--- config.mk ---
export PLATFORM = sky130hd
export DESIGN_NAME = mii_tx_scheduler_flat
export DESIGN_NICKNAME = d
export VERILOG_FILES = /design/src/rtl/mii_pkg.sv /design/src/rtl/mii_tx_scheduler_if.sv /design/src/rtl/rr_arbiter.sv /design/src/rtl/mii_tx_scheduler.sv /design/src/flat_wrapper.sv
export SDC_FILE = /design/constraint.sdc
export NUM_CORES = 1
export LEC_CHECK = 0
export ABC_CLOCK_PERIOD_IN_PS = 3300
export BUFFER_PORTS_ARGS = -buffer_cell sky130_fd_sc_hd__buf_4
export CAP_MARGIN = 10
export CORE_MARGIN = 3
export CORE_UTILIZATION = 51
export DETAILED_ROUTE_END_ITERATION = 7
export GPL_ROUTABILITY_DRIVEN = 0
export PLACE_DENSITY = 0.87
export SKIP_CTS_REPAIR_TIMING = 1
export SLEW_MARGIN = 20
export SYNTH_ARGS = -nofsm -noshare
export SYNTH_HDL_FRONTEND = slang
export SYNTH_SLANG_ARGS = --single-unit
--- constraint.sdc ---
create_clock -name clk -period 3.3 [get_ports clk]
set_clock_uncertainty 0.15 [all_clocks]
set_input_delay 0.165 -clock clk [delete_from_list [all_inputs] [get_ports clk]]
set_output_delay 0.165 -clock clk [all_outputs]
set_load 0.05 [all_outputs]
--- src/rtl/mii_pkg.sv ---
// Shared MII control codes, fixed framing words and the FSM state type.
// Pure declarations, no timing; no backpressure.
package mii_pkg;

  localparam logic [7:0] IDLE_CODE  = 8'h07;
  localparam logic [7:0] START_CODE = 8'hFB;
  localparam logic [7:0] TERM_CODE  = 8'hFD;
  localparam logic [7:0] ERROR_CODE = 8'hFE;
  localparam int         LANES      = 8;

  localparam logic [63:0] IDLE_WORD  = {8{IDLE_CODE}};
  localparam logic [63:0] START_WORD = {8'hD5, {6{8'h55}}, START_CODE};
  localparam logic [63:0] ERROR_WORD = {8{ERROR_CODE}};
  localparam logic [63:0] TERM_WORD  = {{7{IDLE_CODE}}, TERM_CODE};

  typedef enum logic [1:0] {IDLE, PAYLOAD, TERM, IFG} state_t;

  // 0 and anything above 8 mean a full last word
  function automatic logic [3:0] norm_nbytes(logic [3:0] nbytes);
    return (nbytes == 4'd0 || nbytes > 4'd8) ? 4'd8 : nbytes;
  endfunction

  function automatic logic [71:0] term_word(logic [63:0] data, logic [3:0] nbytes);
    logic [63:0] d;
    logic [7:0]  c;
    int          n;
    n = int'(norm_nbytes(nbytes));
    d = data;
    c = '0;
    for (int i = 0; i < LANES; i++) begin
      if (i == n) begin
        d[i*8 +: 8] = TERM_CODE;
        c[i]        = 1'b1;
      end else if (i > n) begin
        d[i*8 +: 8] = IDLE_CODE;
        c[i]        = 1'b1;
      end
    end
    return {d, c};
  endfunction

endpackage

--- src/rtl/mii_tx_scheduler_if.sv ---
// Source-side request bundle and PCS-side MII outputs of the scheduler.
// master = frame sources / PCS observer, slave = scheduler.
interface mii_tx_scheduler_if #(
  parameter int N_REQ      = 2,
  parameter int DATA_WIDTH = 64,
  parameter int CTRL_WIDTH = 8
);
  logic [N_REQ-1:0]            i_req_valid;
  logic [N_REQ*DATA_WIDTH-1:0] i_req_data;
  logic [N_REQ-1:0]            i_req_last;
  logic [N_REQ*4-1:0]          i_req_nbytes;
  logic [N_REQ-1:0]            o_req_ready;
  logic [N_REQ-1:0]            o_grant;
  logic [DATA_WIDTH-1:0]       o_tx_data;
  logic [CTRL_WIDTH-1:0]       o_tx_ctrl;
  logic                        o_busy;
  logic                        o_underrun;

  modport master (
    output i_req_valid, i_req_data, i_req_last, i_req_nbytes,
    input  o_req_ready, o_grant, o_tx_data, o_tx_ctrl, o_busy, o_underrun
  );

  modport slave (
    input  i_req_valid, i_req_data, i_req_last, i_req_nbytes,
    output o_req_ready, o_grant, o_tx_data, o_tx_ctrl, o_busy, o_underrun
  );
endinterface

--- src/rtl/rr_arbiter.sv ---
// Combinational round-robin pick: first requester at or after i_ptr, wrapping.
// Zero latency; no backpressure, caller decides when to latch the result.
module rr_arbiter
  import mii_pkg::*;
#(
  parameter  int N_REQ = 2,
  localparam int IDX_W = $clog2(N_REQ)
) (
  input  logic [N_REQ-1:0] i_req,
  input  logic [IDX_W-1:0] i_ptr,
  output logic [N_REQ-1:0] o_grant_onehot,
  output logic [IDX_W-1:0] o_grant_idx
);

  int   idx;
  logic found;

  always_comb begin
    o_grant_onehot = '0;
    o_grant_idx    = '0;
    found          = 1'b0;
    idx            = 0;
    for (int off = 0; off < N_REQ; off++) begin
      idx = int'(i_ptr) + off;
      if (idx >= N_REQ) idx = idx - N_REQ;
      if (!found && i_req[idx]) begin
        found               = 1'b1;
        o_grant_onehot[idx] = 1'b1;
        o_grant_idx         = IDX_W'(idx);
      end
    end
  end

endmodule

--- src/rtl/mii_tx_scheduler.sv ---
// Shares one 64b MII tx path between N_REQ sources: start, payload, terminate, IFG.
// Word accepted at edge k shows on o_tx after k; ready only to the owner in PAYLOAD.
module mii_tx_scheduler
  import mii_pkg::*;
#(
  parameter  int N_REQ      = 2,
  parameter  int DATA_WIDTH = 64,
  parameter  int CTRL_WIDTH = 8,
  parameter  int IFG_CYCLES = 1,
  localparam int IDX_W      = $clog2(N_REQ)
) (
  input logic               clk,
  input logic               i_rst_n,
  mii_tx_scheduler_if.slave bus
);

  state_t                state, state_nxt;
  logic [IDX_W-1:0]      ptr, ptr_nxt, gidx, gidx_nxt, arb_idx;
  logic [N_REQ-1:0]      grant, grant_nxt, arb_onehot;
  logic [DATA_WIDTH-1:0] tx_data, tx_data_nxt, cur_data;
  logic [CTRL_WIDTH-1:0] tx_ctrl, tx_ctrl_nxt;
  logic                  busy, busy_nxt, underrun, underrun_nxt;
  logic [3:0]            ifg_cnt, ifg_cnt_nxt, cur_nb;
  logic                  cur_valid, cur_last;
  logic [71:0]           tail;

  rr_arbiter #(.N_REQ(N_REQ)) u_arb (
    .i_req          (bus.i_req_valid),
    .i_ptr          (ptr),
    .o_grant_onehot (arb_onehot),
    .o_grant_idx    (arb_idx)
  );

  assign cur_valid = bus.i_req_valid[gidx];
  assign cur_last  = bus.i_req_last[gidx];
  assign cur_data  = bus.i_req_data[int'(gidx)*DATA_WIDTH +: DATA_WIDTH];
  assign cur_nb    = bus.i_req_nbytes[int'(gidx)*4 +: 4];
  assign tail      = term_word(cur_data, cur_nb);

  // ready comes from registered state only, never from valid
  assign bus.o_req_ready = (state == PAYLOAD) ? grant : '0;
  assign bus.o_grant     = grant;
  assign bus.o_tx_data   = tx_data;
  assign bus.o_tx_ctrl   = tx_ctrl;
  assign bus.o_busy      = busy;
  assign bus.o_underrun  = underrun;

  always_ff @(posedge clk or negedge i_rst_n) begin
    if (!i_rst_n) begin
      state    <= IDLE;
      ptr      <= '0;
      gidx     <= '0;
      grant    <= '0;
      tx_data  <= IDLE_WORD;
      tx_ctrl  <= '1;
      busy     <= 1'b0;
      underrun <= 1'b0;
      ifg_cnt  <= '0;
    end else begin
      state    <= state_nxt;
      ptr      <= ptr_nxt;
      gidx     <= gidx_nxt;
      grant    <= grant_nxt;
      tx_data  <= tx_data_nxt;
      tx_ctrl  <= tx_ctrl_nxt;
      busy     <= busy_nxt;
      underrun <= underrun_nxt;
      ifg_cnt  <= ifg_cnt_nxt;
    end
  end

  always_comb begin
    state_nxt    = state;
    ptr_nxt      = ptr;
    gidx_nxt     = gidx;
    grant_nxt    = grant;
    tx_data_nxt  = IDLE_WORD;
    tx_ctrl_nxt  = '1;
    busy_nxt     = busy;
    underrun_nxt = 1'b0;
    ifg_cnt_nxt  = ifg_cnt;
    case (state)
      IDLE: begin
        // grant/busy track o_tx, so they drop only once the last IFG word has shown
        grant_nxt = arb_onehot;
        busy_nxt  = |bus.i_req_valid;
        if (|bus.i_req_valid) begin
          tx_data_nxt = START_WORD;
          tx_ctrl_nxt = CTRL_WIDTH'(8'h01);
          gidx_nxt    = arb_idx;
          ptr_nxt     = (arb_idx == IDX_W'(N_REQ-1)) ? '0 : arb_idx + 1'b1;
          state_nxt   = PAYLOAD;
        end
      end
      PAYLOAD: begin
        if (!cur_valid) begin
          tx_data_nxt  = ERROR_WORD;
          underrun_nxt = 1'b1;
        end else if (!cur_last) begin
          tx_data_nxt = cur_data;
          tx_ctrl_nxt = '0;
        end else if (norm_nbytes(cur_nb) == 4'd8) begin
          tx_data_nxt = cur_data;
          tx_ctrl_nxt = '0;
          state_nxt   = TERM;
        end else begin
          tx_data_nxt = tail[71:8];
          tx_ctrl_nxt = tail[7:0];
          ifg_cnt_nxt = '0;
          state_nxt   = IFG;
        end
      end
      TERM: begin
        tx_data_nxt = TERM_WORD;
        ifg_cnt_nxt = '0;
        state_nxt   = IFG;
      end
      IFG: begin
        ifg_cnt_nxt = ifg_cnt + 4'd1;
        if (ifg_cnt == 4'(IFG_CYCLES-1)) state_nxt = IDLE;
      end
      default: state_nxt = IDLE;
    endcase
  end

endmodule

--- src/flat_wrapper.sv ---
// flat-port wrapper written by rule: the top's interface ports become plain ports
module mii_tx_scheduler_flat import mii_pkg::*;
#(
  parameter  int N_REQ      = 2,
  parameter  int DATA_WIDTH = 64,
  parameter  int CTRL_WIDTH = 8,
  parameter  int IFG_CYCLES = 1,
  localparam int IDX_W      = $clog2(N_REQ)
)
  (clk, i_rst_n, bus_i_req_valid, bus_i_req_data, bus_i_req_last, bus_i_req_nbytes, bus_o_req_ready, bus_o_grant, bus_o_tx_data, bus_o_tx_ctrl, bus_o_busy, bus_o_underrun);
  mii_tx_scheduler_if #(.N_REQ(N_REQ), .DATA_WIDTH(DATA_WIDTH), .CTRL_WIDTH(CTRL_WIDTH)) bus_i ();
  input logic clk;
  input logic i_rst_n;
  input wire logic [$bits(bus_i.i_req_valid)-1:0] bus_i_req_valid;
  input wire logic [$bits(bus_i.i_req_data)-1:0] bus_i_req_data;
  input wire logic [$bits(bus_i.i_req_last)-1:0] bus_i_req_last;
  input wire logic [$bits(bus_i.i_req_nbytes)-1:0] bus_i_req_nbytes;
  output wire logic [$bits(bus_i.o_req_ready)-1:0] bus_o_req_ready;
  output wire logic [$bits(bus_i.o_grant)-1:0] bus_o_grant;
  output wire logic [$bits(bus_i.o_tx_data)-1:0] bus_o_tx_data;
  output wire logic [$bits(bus_i.o_tx_ctrl)-1:0] bus_o_tx_ctrl;
  output wire logic [$bits(bus_i.o_busy)-1:0] bus_o_busy;
  output wire logic [$bits(bus_i.o_underrun)-1:0] bus_o_underrun;
  assign bus_i.i_req_valid = bus_i_req_valid;
  assign bus_i.i_req_data = bus_i_req_data;
  assign bus_i.i_req_last = bus_i_req_last;
  assign bus_i.i_req_nbytes = bus_i_req_nbytes;
  assign bus_o_req_ready = bus_i.o_req_ready;
  assign bus_o_grant = bus_i.o_grant;
  assign bus_o_tx_data = bus_i.o_tx_data;
  assign bus_o_tx_ctrl = bus_i.o_tx_ctrl;
  assign bus_o_busy = bus_i.o_busy;
  assign bus_o_underrun = bus_i.o_underrun;
  mii_tx_scheduler #(.N_REQ(N_REQ), .DATA_WIDTH(DATA_WIDTH), .CTRL_WIDTH(CTRL_WIDTH), .IFG_CYCLES(IFG_CYCLES)) u_core (.clk(clk), .i_rst_n(i_rst_n), .bus(bus_i));
endmodule
==> impl_metrics.env <==
export IMPL_status="finished, violations left"
export IMPL_violations="negative hold slack"
export IMPL_rrSetupSlack_ns=0.61
export IMPL_syn_avg_cell_area_um2=10.4
export IMPL_ys_ff_latch=84
export IMPL_finalHoldWorstSlack_ns=-0.0380
export IMPL_worstMarginPinSlew_ns=1.00
export IMPL_endpoint_kind="flop"
export IMPL_netlist_cell_type_count=69
export IMPL_path_clk_slew_ns=0.10
export IMPL_cts_tree="done"
export IMPL_slew_viol_final=0
export IMPL_max_stage_delay_ns=0.92
export IMPL_setup_viol=0
export IMPL_min_to="u_core.bus.o_tx_data[3]"
export IMPL_clk_latency_ns=0.35
export IMPL_rows=34
export IMPL_rr_worst_depth=3
export IMPL_max_freq_mhz=372
export IMPL_ant_nets=0
export IMPL_p_total_mw=7.47
export IMPL_vias=4826
export IMPL_dieArea_mm2=0.0104
export IMPL_io_pins=220
export IMPL_grt_ovfl_total=0
export IMPL_syn_inst=451
export IMPL_sw_frac_of_total_pct=52.5
export IMPL_synthTopCellsByCount="52 x dfrtp_1, 41 x mux2i_1, 32 x dfstp_2, 29 x nand2_1, 25 x o21ai_0"
export IMPL_p_switching_mw=3.92
export IMPL_maxCapViolations=0
export IMPL_wl_per_cell_um=21.8
export IMPL_min_from="bus_i_req_data[3]"
export IMPL_core_area_mm2=0.00881
export IMPL_grt_pass1_vias=4409
export IMPL_crit_type="reg2reg"
export IMPL_grt_pass1_wl_um=23800
export IMPL_ir_worst_vdd_mv=0.553
export IMPL_synth_edff_count=0
export IMPL_grt_total_usage_pct=30.3
export IMPL_cp_start_kind="flop"
export IMPL_io_buffers=219
export IMPL_cts_buffers=9
export IMPL_drt_iter0_markers=411
export IMPL_netlist_area_mm2=0.00468
export IMPL_drive_gt1_share_pct=45.9
export IMPL_num_fill_cells=578
export IMPL_diodes=0
export IMPL_crit_required_ns=3.38
export IMPL_fin_crit_sh_pct=81.4
export IMPL_cts_root_buf="clkbuf_8"
export IMPL_pwr_share_clk_pct=10.3
export IMPL_power_density_mw_per_mm2=1120
export IMPL_synth_most_common_cell="dfrtp_1"
export IMPL_synth_top_area_share_pct=27.8
export IMPL_pwr_share_seq_pct=26.2
export IMPL_slowest_stage="mux2i_2"
export IMPL_cp_max_fo=59
export IMPL_synth_top_cells_by_area="dfrtp_1 28%, dfstp_2 18%, mux2i_1 8.8%"
export IMPL_period_needed_ns=2.69
export IMPL_leakagePower_nw=3.16
export IMPL_multiInputGateArea_mm2=0.00231
export IMPL_hpwl_um=12300
export IMPL_die_w_um=102
export IMPL_firstDrtPassIters=5
export IMPL_setup_tns_ns=0
export IMPL_via_per_inst=6.18
export IMPL_antenna_found_initial=0
export IMPL_hp_class="in2reg"
export IMPL_cts_buffer_depth=2
export IMPL_finalNetCount=816
export IMPL_hold_depth=3
export IMPL_cp_num_buf_inv=0
export IMPL_path_delay_family="multiplexers"
export IMPL_arrival_ns=2.77
export IMPL_synthesis_nets=599
export IMPL_hold_viol_final=5
export IMPL_synth_main_ff_cell="dfrtp_1"
export IMPL_grt_max_degree=77
export IMPL_ys_warn_count=0
export IMPL_drc=0
export IMPL_seq_area_mm2=0.00215
export IMPL_utilization_pct=76.0
export IMPL_cp_cell_sequence="mux2i_2, o21ai_0, o311ai_0"
export IMPL_r2r_end="u_core.bus.o_tx_data[44]"
export IMPL_max_slew_margin_pct=32.0
export IMPL_reg2reg_from="u_core.gidx"
export IMPL_yosys_area_top_type="dfrtp_1"
export IMPL_p_comb_share_pct=63.5
export IMPL_rsz0062_at_grt="no"
export IMPL_cts_sinks=84
export IMPL_htree_levels=3
export IMPL_die_h_um=102
export IMPL_wirelength_um=17000
export IMPL_start_util_pct=53.2
export IMPL_area_delta_synth_final_pct=42.9
export IMPL_async_reset_ff_share_pct=100
export IMPL_power_internal_mw=3.55
export IMPL_yosysSeqAreaShare_pct=45.8
## how the worst max path moves through the flow
stage                                from                       end  cells after the start
after detailed placement      u_core.gidx  u_core.bus.o_tx_data[44]                      3
after CTS                     u_core.gidx  u_core.bus.o_tx_data[44]                      3
after global placement        u_core.gidx  u_core.bus.o_tx_data[44]                      3
after global routing          u_core.gidx  u_core.bus.o_tx_data[46]                      3
after floorplan           u_core.state[1]        bus_o_req_ready[0]                      6
final                         u_core.gidx  u_core.bus.o_tx_data[44]                      3
## area by class of cell
class / instances / area share, %
Clock buffer: 9 / 1.85
Sequential cell: 84 / 32.1
Timing Repair Buffer: 241 / 27.6
Clock inverter: 7 / 1.27
Inverter: 12 / 0.673
Multi-Input combinational cell: 320 / 34.5
Tap cell: 108 / 2.02
## through the flow
step	instance area [µm²]	instances	worst slack (ns)
final	6690	781	0.614
after global routing	6690	781	0.476
after CTS	6550	767	0.712
after detailed placement	6340	751	0.727
after global placement	6340	751	0.847
after floorplan	4680	451	1.20
## worst reg2reg max path, delay by kind of cell, from the launching register on
kind	cells	cell delay [ns]
multiplexers	1	0.93
AO/OA/AOI/OAI	2	0.62
flip-flops	1	0.87
## power by group through the flow
stage               registers, mW  clock network (mW)  logic, mW
floorplan                    3.30                   0       1.88
global placement             1.95                   0       4.50
detailed placement           1.96                   0       4.61
CTS                          1.95               0.765       4.64
global route                 2.00               0.801       4.97
finish                       1.96               0.773       4.74
## placed cells by master (no fill, tap or decap), types with 7 or more instances in the layout
cell	count
dfstp_2	32
mux2_2	15
buf_4	227
nor2b_1	13
o31ai_1	15
a21oi_1	15
nand2_1	29
o21ai_0	25
dlygate4sd3_1	14
clkbuf_8	9
nor2_1	24
mux2i_1	41
inv_1	12
a211oi_1	11
dfrtp_1	51
a31oi_1	18
a21o_1	7
## kinds of logic after synthesis
logic type / Yosys count / synth area share (%)
DFF: 84 / 45.8
and+or+nand+nor: 116 / 14.0
adders and majority gates: 6 / 1.60
buffers and inverters: 47 / 4.89
muxes: 57 / 12.7
AOI/OAI and AO/OA: 141 / 21.1
## sequential cells by signal, indices dropped and copies added, names as in the netlist
signal and flops:
u_core.state 2, u_core.ifg_cnt 4, u_core.bus.o_underrun 1, u_core.bus.o_tx_ctrl 8, u_core.bus.o_busy 1, u_core.bus.o_grant 2
u_core.gidx 1, u_core.ptr 1, u_core.bus.o_tx_data 64
## routing by layer
layer  up-vias  global-route usage (%)  part of all wire, %
met4         0                    11.5                  4.0
li1       2128                       -                    -
met2       326                    53.4                   51
met5         -                       0                    0
met3        59                    3.99                  8.6
met1      2313                    37.8                   36
(Power assumes the default switching activity.)
